[src/rtl/craps_round_ctrl.sv]
// -----------------------------------------------------------------------------
// craps_round_ctrl
//
// Round sequencer for the craps datapath. A rising edge on the debounced roll
// button starts a roll: the dice roller tumbles for ROLL_CYCLES clocks, the
// dice are then frozen and shown (disp_en held high through the evaluation
// cycle), and the roll is scored with come-out / point-phase craps rules.
//
// Handshake: there is no valid/ready pair. roll_btn is a level. Only its
// rising edge is a request, and only in COME_OUT, POINT, WIN or LOSE. A rise
// seen while busy is dropped, not queued.
//
// Optional build macro: CRAPS_ROLL_COUNT_EN adds the roll_count output, which
// counts legal evaluations, saturates at 255 and clears on reset or when a new
// round starts.
//
// Ports
//   clock       system clock, rising edge
//   resetn      asynchronous active-low reset
//   roll_btn    debounced synchronous roll request level
//   dice1/dice2 die faces from the roller, legal 1..6
//   roll_en     roller tumble enable, high exactly ROLL_CYCLES clocks per roll
//   disp_en     clock_en for the Display block (ROLLING and EVAL)
//   point       established point, 0 when none
//   win/lose    round result, held until the next round starts
//   busy        high in ROLLING or EVAL
//   roll_count  legal evaluations (CRAPS_ROLL_COUNT_EN builds only)
//   state_dbg   current FSM state, for debug and checker binding
// -----------------------------------------------------------------------------
module craps_round_ctrl #(
   parameter int ROLL_CYCLES = 16
) (
   input  logic       clock,
   input  logic       resetn,
   input  logic       roll_btn,
   input  logic [2:0] dice1,
   input  logic [2:0] dice2,
   output logic       roll_en,
   output logic       disp_en,
   output logic [3:0] point,
   output logic       win,
   output logic       lose,
   output logic       busy,
`ifdef CRAPS_ROLL_COUNT_EN
   output logic [7:0] roll_count,
`endif
   output logic [2:0] state_dbg
);

   typedef enum logic [2:0] {
      S_COME_OUT = 3'd0,
      S_POINT    = 3'd1,
      S_ROLLING  = 3'd2,
      S_EVAL     = 3'd3,
      S_WIN      = 3'd4,
      S_LOSE     = 3'd5
   } state_t;

   // Counter wide enough for ROLL_CYCLES-1. A single bit covers ROLL_CYCLES == 1.
   localparam int            CW         = (ROLL_CYCLES > 1) ? $clog2(ROLL_CYCLES) : 1;
   localparam logic [CW-1:0] CNT_RELOAD = CW'(ROLL_CYCLES - 1);

   state_t        state;
   logic          from_point;   // phase of the roll in progress: 1 = point phase
   logic [CW-1:0] cnt;
   logic          roll_btn_q;
   logic          roll_rise;
   logic          dice_legal;
   logic [3:0]    sum;

   assign roll_rise  = roll_btn & ~roll_btn_q;
   assign dice_legal = (dice1 != 3'd0) && (dice1 != 3'd7) &&
                       (dice2 != 3'd0) && (dice2 != 3'd7);
   assign sum        = {1'b0, dice1} + {1'b0, dice2};
   assign state_dbg  = state;

   always_ff @(posedge clock or negedge resetn) begin
      if (!resetn) begin
         state      <= S_COME_OUT;
         from_point <= 1'b0;
         cnt        <= '0;
         roll_btn_q <= 1'b0;
         roll_en    <= 1'b0;
         disp_en    <= 1'b0;
         point      <= 4'd0;
         win        <= 1'b0;
         lose       <= 1'b0;
         busy       <= 1'b0;
`ifdef CRAPS_ROLL_COUNT_EN
         roll_count <= 8'd0;
`endif
      end else begin
         roll_btn_q <= roll_btn;
         case (state)
            S_COME_OUT, S_POINT: begin
               if (roll_rise) begin
                  state      <= S_ROLLING;
                  from_point <= (state == S_POINT);
                  cnt        <= CNT_RELOAD;
                  roll_en    <= 1'b1;
                  disp_en    <= 1'b1;
                  busy       <= 1'b1;
               end
            end

            S_ROLLING: begin
               if (cnt == '0) begin
                  state   <= S_EVAL;
                  roll_en <= 1'b0;   // dice freeze, display stays on
               end else begin
                  cnt <= cnt - 1'b1;
               end
            end

            S_EVAL: begin
               if (!dice_legal) begin
                  // Bad face from the roller: tumble again, phase and score kept.
                  state   <= S_ROLLING;
                  cnt     <= CNT_RELOAD;
                  roll_en <= 1'b1;
               end else begin
                  disp_en <= 1'b0;
                  busy    <= 1'b0;
`ifdef CRAPS_ROLL_COUNT_EN
                  if (roll_count != 8'hFF) roll_count <= roll_count + 8'd1;
`endif
                  if (!from_point) begin
                     case (sum)
                        4'd7, 4'd11: begin
                           state <= S_WIN;
                           win   <= 1'b1;
                        end
                        4'd2, 4'd3, 4'd12: begin
                           state <= S_LOSE;
                           lose  <= 1'b1;
                        end
                        default: begin
                           state <= S_POINT;
                           point <= sum;
                        end
                     endcase
                  end else if (sum == point) begin
                     state <= S_WIN;
                     win   <= 1'b1;
                  end else if (sum == 4'd7) begin
                     state <= S_LOSE;
                     lose  <= 1'b1;
                  end else begin
                     state <= S_POINT;
                  end
               end
            end

            S_WIN, S_LOSE: begin
               // A press here only starts a fresh round; rolling needs another press.
               if (roll_rise) begin
                  state <= S_COME_OUT;
                  win   <= 1'b0;
                  lose  <= 1'b0;
                  point <= 4'd0;
`ifdef CRAPS_ROLL_COUNT_EN
                  roll_count <= 8'd0;
`endif
               end
            end

            default: state <= S_COME_OUT;
         endcase
      end
   end

endmodule

[config.mk]
export PLATFORM = sky130hd
export DESIGN_NAME = craps_round_ctrl
export DESIGN_NICKNAME = d
export VERILOG_FILES = /design/src/rtl/craps_round_ctrl.sv
export SDC_FILE = /design/constraint.sdc
export NUM_CORES = 1
export LEC_CHECK = 0
export ABC_AREA = 1
export ABC_CLOCK_PERIOD_IN_PS = 2900
export CORE_MARGIN = 3
export CORE_UTILIZATION = 58
export CTS_BUF_LIST = sky130_fd_sc_hd__clkbuf_4 sky130_fd_sc_hd__clkbuf_8
export DETAILED_ROUTE_END_ITERATION = 6
export PLACE_DENSITY = 0.93
export SLEW_MARGIN = 10
export SYNTH_ARGS = -nofsm -noshare
export SYNTH_HDL_FRONTEND = slang
export SYNTH_SLANG_ARGS = --single-unit
[constraint.sdc]
create_clock -name clock -period 2.9 [get_ports clock]
set_clock_uncertainty 0.05 [all_clocks]
set_input_delay 0.29 -clock clock [delete_from_list [all_inputs] [get_ports clock]]
set_output_delay 0.29 -clock clock [all_outputs]
set_load 0.05 [all_outputs]
==> flow_metrics.py <==
metrics = {
    "critical_path": {
        "cp_max_fo": 4,
        "path_class": "in2reg",
        "cp-end-kind": "register",
        "r2r_slack_ns": 1.26,
        "start_kind": "primary input",
        "required_ns": 3.04,
        "cp_data_arrival_time_ns": 2.34,
    },
    "outcome": {
        "status": "finished clean",
    },
    "cts": {
        "path_clk_slew_ns": 0.11,
        "cts_buffers": 3,
        "cts_tree": "yes",
        "insertion_delay_ns": 0.30,
        "post_cts_buffers": 0,
        "root_buffer": "clkbuf_4",
        "htreeDepth": 1,
        "hold_buffers": 0,
        "clock_sinks": 17,
        "clock_path_buffers": 2,
        "ctsResizeCount": 0,
    },
    "drt": {
        "wl_per_cell_microns": 12.73,
        "dr.pass1.iters": 4,
        "drt_iter0_markers": 22,
        "ant_nets": 0,
        "drt_wl_total_mm": 2.712,
        "vias": 1145,
        "drc": 0,
        "vias_per_cell": 5.376,
    },
    "yosys": {
        "synthCells": 165,
        "netlist_area_sq_mm": 0.001191,
        "yosys_register_bits": 17,
        "postSynthAreaPerCell_sq_um": 7.219,
        "synth_top_area_share": 0.3571,
        "yosysWarningCount": 0,
        "synth_cell_types": 27,
        "syn_nets": 179,
        "synthTopCellsByArea": "dfrtp_1 (36%), nand2_1 (17%), nand3_1 (8.0%)",
        "yosysTopAreaCell": "dfrtp_1",
        "ys_seq_area_frac": 0.3571,
    },
    "power": {
        "leakage_nw": 0.7094,
        "irDropWorstVdd_uv": 719.0,
        "power_density_mw_per_mm2": 1114,
    },
    "global_routing": {
        "grt_usage": 0.2298,
        "grt_overflow": 0,
        "grt_pass1_vias": 1061,
        "grt_pass1_wl_mm": 4.650,
        "antenna_found_initial": 0,
        "grt_max_degree": 18,
    },
    "die": {
        "fp.dieW_microns": 51.32,
        "die-area_sq_mm": 0.002633,
        "core_area_sq_mm": 0.001839,
        "die_h_microns": 51.32,
        "initial_utilization": 0.6476,
        "core.rowCount": 15,
        "io_pins": 21,
    },
    "sta": {
        "setup_viol": 0,
        "finalCritPeriodShare": 0.7589,
        "fin_crit_ns": 2.201,
        "rsz0062_at_grt": "no",
        "slew_viol_final": 0,
        "worstMarginPinSlew_ns": 0.7458,
        "finalSetupTns_ns": 0,
        "slew_headroom": 0.5012,
        "fin_ws_ns": 0.6992,
        "finalHoldViolations": 0,
        "fmax_mhz": 454.4,
    },
    "placement": {
        "dp_hpwl_mm": 2.168,
        "gp_congestion": 0.9099,
        "port_buffers": 20,
        "dp_slack_ns": 0.4205,
        "place_inst": 209,
    },
    "final_layout": {
        "nNetsFinal": 203,
        "syn_to_final_growth_pct": 21.32,
        "layout.cells.non_filler": 213,
        "final_common_cell": "nand2_1",
        "antenna_cells": 0,
        "mostFrequentLayoutCells": "nand2_1 (55), clkdlybuf4s50_1 (20), nand3_1 (19)",
        "drive_gt1_frac": 0.1117,
    },
    "min_path": {
        "hp-class": "in2async",
    },
    "run": {
        "cap_violations": 0,
    },
}
==> worst paths after layout <==
kind / start / cells after the start / end
max in group asynchronous: resetn / 1 / state_dbg[1]
hold reg to reg: lose / 2 / lose
hold / removal: resetn / 1 / state_dbg[2]
min in group clock: roll_btn / 1 / roll_btn_q
setup / recovery: dice1[0] / 11 / state_dbg[0]
setup reg to reg: cnt[0] / 11 / roll_en
==> stage by stage <==
step	total power (W)	hold WS (ns)	instance area, sq um	util
floorplan	0.001188	-0.05559	1191	-
global placement	0.001432	0.4132	1415	0.7694
detailed placement	0.001477	0.4207	1415	0.7694
CTS	0.001614	0.3929	1445	0.7857
global route	0.001733	0.3701	1445	0.7857
finish	0.001610	0.3718	1445	0.7857
==> metal layers <==
| metal | global-route usage | share of wire | vias up |
|---|---|---|---|
| met5 | 0 | 0 | - |
| met4 | 0.01310 | 0.0044 | 0 |
| met3 | 0.05539 | 0.038 | 2 |
| met2 | 0.4077 | 0.49 | 27 |
| met1 | 0.2965 | 0.47 | 540 |
| li1 | - | - | 576 |
==> cells in the mapped netlist (all sizes together) <==
cell     n
a21oi    2
a22oi    1
nand3b   1
inv     18
nand2   60
fa       1
or2      2
nand3   20
buf      1
dfrtp   17
xnor2    1
nor2    19
o21ai   10
nand4    4
xor2     2
nor3     2
ha       4
==> layout make-up <==
class / count / area, sq um
inverters: 18 / 67.56
clock inverters: 1 / 7.507
clock buffers: 3 / 22.52
repair buffers: 20 / 200.2
multi-input cells: 129 / 690.7
well taps: 25 / 31.28
fillers: 140 / 394.1
flip-flops and latches: 17 / 425.4
==> critical path, stage by stage <==
cell and delay [ns]:
clkdlybuf4s50_1 0.45, ha_1 0.25, fa_1 0.57, xnor2_1 0.15
nand2_1 0.07, nor2_1 0.17, nand3_1 0.13, nand3_1 0.10
nand2_1 0.06, nand2_1 0.07, nand2_1 0.05
==> report_power, final <==
group          leakage [nW]  switching (W)  total (W)  internal [W]
clock                0.0139      0.0000795   0.000132     0.0000525
combinational         0.494       0.000679    0.00102      0.000339
sequential            0.202       0.000113   0.000459      0.000347
==> state kept, by name, indices dropped and copies added, names as in the netlist <==
name,count
cnt,4
state_dbg,3
lose,1
from_point,1
busy,1
win,1
point,4
roll_en,1
roll_btn_q,1
==> cell families (layout without fill, tap and decap cells) <==
group	count (synthesis)	in the layout	share of synthesized area
buffers and inverters	19	42	0.06302
DFF	17	17	0.3571
adders and majority gates	5	5	0.05883
AOI/OAI and AO/OA	13	13	0.06933
and+or+nand+nor	108	108	0.4296
xor gates and xnor gates	3	3	0.02206
Power figures use the tool's default switching activity.
==> RTL change 1, RTL diff (config.mk and constraints unchanged) <==
The parameter `ROLL_CYCLES` goes from 16 to 32.
--- a/src/rtl/craps_round_ctrl.sv
+++ b/src/rtl/craps_round_ctrl.sv
@@ -29,5 +29,5 @@
 // -----------------------------------------------------------------------------
 module craps_round_ctrl #(
-   parameter int ROLL_CYCLES = 16
+   parameter int ROLL_CYCLES = 32
 ) (
    input  logic       clock,
Formal check against the unedited RTL: no difference found for any inputs over 10 cycles, from zero or initial values and one cycle with resetn low; that may be too few to reach the edited logic, so the function may still have changed.
==> RTL change 1 against the original RTL <==
- area after synthesis is 1.7% higher
- global-route usage is 0.14 points lower
- count of clock-buffer cells in the layout is 1 higher
- setup slack worse by 0.050 ns
- cell area is 1.8% higher
- power is 14% lower
- maximum frequency is 2.2% lower
- synthesized cell count is 4.2% higher
- sequential cell count is 1 higher
- non-clock buffer count stayed put
- wire length is 2.1% lower
- highest routed layer unchanged
==> RTL change 1: results (changes against the original RTL) <==
ANT cells 0 (unchanged); WHS 0.399 ns (was 0.372 ns); drt wl/cell 12.1 µm (was 12.7 µm); Starting DRT DRC Count 28 (was 22); Critical Path Fanout Max 5 (was 4); cell area after placement 1440 µm² (was 1420 µm²); Rel. slew slack 47.7% (was 50.1%); layout cells sized above 1 10.3% (was 11.2%); pre-CTS WS 0.374 ns (was 0.420 ns); Seq/Total Area, Yosys 37.2% (was 35.7%); Inst Count DP 216 (was 209); gr usage total 22.8% (was 23.0%); R2R Path End cnt[4] (was roll_en); syn avg cell area 7.04 µm² (was 7.22 µm²); first-pass GRT wire length 4.71 mm (was 4.65 mm); vias in the first global route 1,145 (was 1,061); Max VDD drop 0.676 mV (was 0.719 mV); post-synthesis cell type count 25 (was 27); largest net degree at the start of global routing 19 (was 18); Crit path arrival time 2.38 ns (was 2.34 ns); top post-synthesis cells by area dfrtp_1 (37%), nand2_1 (16%), nand3_1 (8.7%), inv_1 (7.7%), ha_1 (4.1%) (was dfrtp_1 (36%), nand2_1 (17%), nand3_1 (8.0%), inv_1 (4.7%), nor2_1 (4.4%)); R2R setup slack 1.29 ns (was 1.26 ns); Reg2Reg Depth 7 (was 11); Final HPWL DP 2.19 mm (was 2.17 mm); Post-CTS Setup Bufs 0 (unchanged); routability congestion estimate 0.880 (was 0.910); post-route insts no fill 220 (was 213); Pleak 0.786 nW (was 0.709 nW); status complete, no violations (unchanged); NumNets Final 210 (was 203); reg-to-reg startpoint state_dbg[2] (was cnt[0]); synth cell count leaders nand2_1 (52), inv_1 (25), nand3_1 (21) (was nand2_1 (55), nand3_1 (19), dfrtp_1 (17))
==> RTL change 1: worst max-delay path, cell delays in order <==
cell	delay, ns
clkdlybuf4s50_1	0.46
ha_1	0.25
fa_1	0.60
xnor2_1	0.14
nand2_1	0.07
nor2_1	0.11
nand2_1	0.09
nand2_1	0.06
nand2_1	0.06
nand2_1	0.07
nand2_1	0.05
nand2_1	0.07
nand2_1	0.06
==> RTL change 1: worst max-delay path by stage <==
stage	start	endpoint	slack, ns	cells after the start
floorplan	dice1[0]	win	1.0	12
global placement	dice1[0]	win	0.48	13
detailed placement	dice1[0]	win	0.37	13
CTS	dice1[0]	state_dbg[0]	0.67	13
global route	dice1[0]	win	0.50	13
finish	dice2[0]	state_dbg[0]	0.65	13
==> RTL change 1: cells by family after synthesis <==
logic type | count (synthesis) | synth area share [%]
simple gates | 101 | 38.9
buf+inv | 30 | 9.61
flops | 18 | 37.2
compound gates | 16 | 7.03
fa+ha+maj | 5 | 5.79
xor+xnor | 2 | 1.45
==> RTL change 1: final cells by class <==
class,instances,area (µm²)
Multi-Input combinational cell,124,644
Inverter,29,109
Clock buffer,4,36.3
Fill cell,138,368
Sequential cell,18,450
Tap cell,25,31.3
Timing Repair Buffer,20,200
==> RTL change 1: where the power goes <==
group          internal, mW  total, mW  switching, mW
sequential            0.353      0.426         0.0737
clock                0.0764      0.149         0.0725
combinational         0.272      0.805          0.533
==> RTL change 1: per-layer routing <==
metal	global-route usage, %	up-vias	part of all wire [%]
met5	0	-	0
met4	2.62	0	0.94
met3	5.73	4	3.7
met2	40.0	31	50
met1	29.1	544	45
li1	-	590	-
==> RTL change 2, RTL diff (same flow settings) <==
Without the edit above. Put one more register stage on the output `state_dbg`, cleared by the reset. The value now appears one clock later. The other outputs are not delayed to match.
--- a/src/rtl/craps_round_ctrl.sv
+++ b/src/rtl/craps_round_ctrl.sv
@@ -73,5 +73,11 @@
                        (dice2 != 3'd0) && (dice2 != 3'd7);
    assign sum        = {1'b0, dice1} + {1'b0, dice2};
-   assign state_dbg  = state;
+   always_ff @(posedge clock or negedge resetn) begin
+      if (!resetn) begin
+         state_dbg <= '0;
+      end else begin
+         state_dbg <= state;
+      end
+   end
 
    always_ff @(posedge clock or negedge resetn) begin
Formal check against the unedited RTL: not equivalent (a bounded check fails within 4 cycles, from zero or initial values and one cycle with resetn low).
==> RTL change 2 against the original RTL <==
- power is 4.9% higher
- wire length up 8.5%
- global-route usage rose by 1.0 points
- sequential cell count up 3
- setup slack worse by 0.047 ns
- die area is 6.4% higher
- clock power grew 73%
- cell count grew 5.6%
- utilization is 1.6 points lower
- cell area up 7.7%
- area after synthesis rose by 7.2%
- non-clock buffer count unchanged
- worst hold slack better by 0.026 ns
==> RTL change 2: results (changes against the original RTL) <==
residual DRC count 0 (unchanged); maximum clock path buffer count 2 (unchanged); Rel. slew slack 41.6% (was 50.1%); Critical Path Fanout Max 4 (unchanged); CTS Root Cell clkbuf_4 (unchanged); Worst Hold Depth 1; synth cell count leaders nand2_1 (52), nand3_1 (21), dfrtp_1 (20), inv_1 (20), nor2_1 (18) (was nand2_1 (55), nand3_1 (19), dfrtp_1 (17)); Hold Path End roll_btn_q; Combinational Power Share 57.2% (was 63.3%); largest net degree at the start of global routing 21 (was 18); Net Sw Power 0.835 mW (was 0.871 mW); Post-CTS Setup Bufs 0 (unchanged); Pleak 0.796 nW (was 0.709 nW); top flop regs cnt: 4 flops, point: 4 flops; IO Port Bufs 20 (unchanged); Starting DRT DRC Count 30 (was 22); Max VDD drop 0.869 mV (was 0.719 mV); H-Tree Depth 1 (unchanged); top post-synthesis cells by area dfrtp_1 (39%), nand2_1 (15%), nand3_1 (8.2%), inv_1 (5.9%), nor2_1 (5.3%) (was dfrtp_1 (36%), nand2_1 (17%), nand3_1 (8.0%), inv_1 (4.7%), nor2_1 (4.4%)); Worst-Skew Late Latency 0.31 ns; xor and xnor area share after synthesis 0.686% (was 2.21%); status complete, no violations (unchanged); TritonCTS buffer count 3 (unchanged); reg-to-reg startpoint state[2] (was cnt[0]); Worst Hold Class input port to flop (was input port to asynchronous set/reset pin); pre-CTS WS 0.404 ns (was 0.420 ns); NumNets Final 213 (was 203); post-synthesis mux area share 0% (unchanged); cts repair resizes 0 (unchanged); initial antenna violation count 0 (unchanged); post-synthesis cell type count 24 (was 27); routability congestion estimate 0.908 (was 0.910); gr usage total 24.0% (was 23.0%); Reg2Reg Depth 9 (was 11); Synthesis Warnings 0 (unchanged); layout cells sized above 1 10.6% (was 11.2%); Crit path arrival time 2.40 ns (was 2.34 ns); Seq/Total Area, Yosys 39.2% (was 35.7%); synthesized-area fraction occupied by adder cells 5.48% (was 5.88%); vias in the first global route 1,160 (was 1,061); via/cell ratio 5.48 (was 5.38); seq pwr 0.495 mW (was 0.459 mW); Compound-Gate Fraction of Synth Area 8.52% (was 6.93%); Syn Nets 189 (was 179); HP Start roll_btn; Final HPWL DP 2.14 mm (was 2.17 mm); FFs w/ async S/R, synth 100% (unchanged); ANT cells 0 (unchanged); R2R Path End state[0] (was roll_en); first-pass GRT wire length 4.88 mm (was 4.65 mm); R2R setup slack 1.36 ns (was 1.26 ns); Clock transition at path regs 0.12 ns; drt wl/cell 13.1 µm (was 12.7 µm); Fillers 151 (was 140); sw frac 49.4% (was 54.1%)
==> RTL change 2: cells by family after synthesis <==
group | after synthesis
buf+inv | 24
simple gates | 106
fa+ha+maj | 5
xor+xnor | 1
flops | 20
compound gates | 19
==> RTL change 2: critical path, stage by stage <==
cell and delay, ns:
clkdlybuf4s50_1 0.46, ha_1 0.24, fa_1 0.59, xnor2_1 0.14
nand2_1 0.06, nor2_1 0.14, nand3_1 0.14, nand3_1 0.13
nand2_1 0.09, nand2_1 0.07, nand2_1 0.05
==> RTL change 2: stage by stage <==
stage	std cells	cell area, µm²	hold WS, ns
CTS	225	1560	0.403
global route	225	1560	0.407
floorplan	175	1280	-0.0556
detailed placement	221	1500	0.382
finish	225	1560	0.398
global placement	221	1500	0.385
==> RTL change 2: worst max-delay path by stage <==
| stage | startpoint | end | slack (ns) | cells past startpoint |
|---|---|---|---|---|
| after floorplan | dice1[0] | win | 1.02 | 10 |
| after global placement | dice1[0] | win | 0.44 | 11 |
| after detailed placement | dice2[0] | win | 0.40 | 11 |
| after CTS | dice2[0] | state[0] | 0.67 | 11 |
| after global routing | dice2[0] | state[0] | 0.52 | 11 |
| final | dice2[0] | state[0] | 0.65 | 11 |
==> RTL change 2: final cells by class <==
type / count / area [µm²] / area share (%)
Timing Repair Buffer: 20 / 200 / 12.9
Sequential cell: 20 / 500 / 32.2
Inverter: 23 / 86.3 / 5.55
Clock inverter: 1 / 30.0 / 1.93
Clock buffer: 3 / 22.5 / 1.45
Tap cell: 27 / 33.8 / 2.17
Multi-Input combinational cell: 131 / 683 / 43.9
==> RTL change 2: metal layers <==
metal  track usage (%)  vias to the layer above  wire length [µm]
li1                  -                      602                 -
met1              27.2                      580              1230
met2              44.4                       44              1530
met3              5.63                        6               145
met4              6.38                        0                40
met5                 0                        -                 0
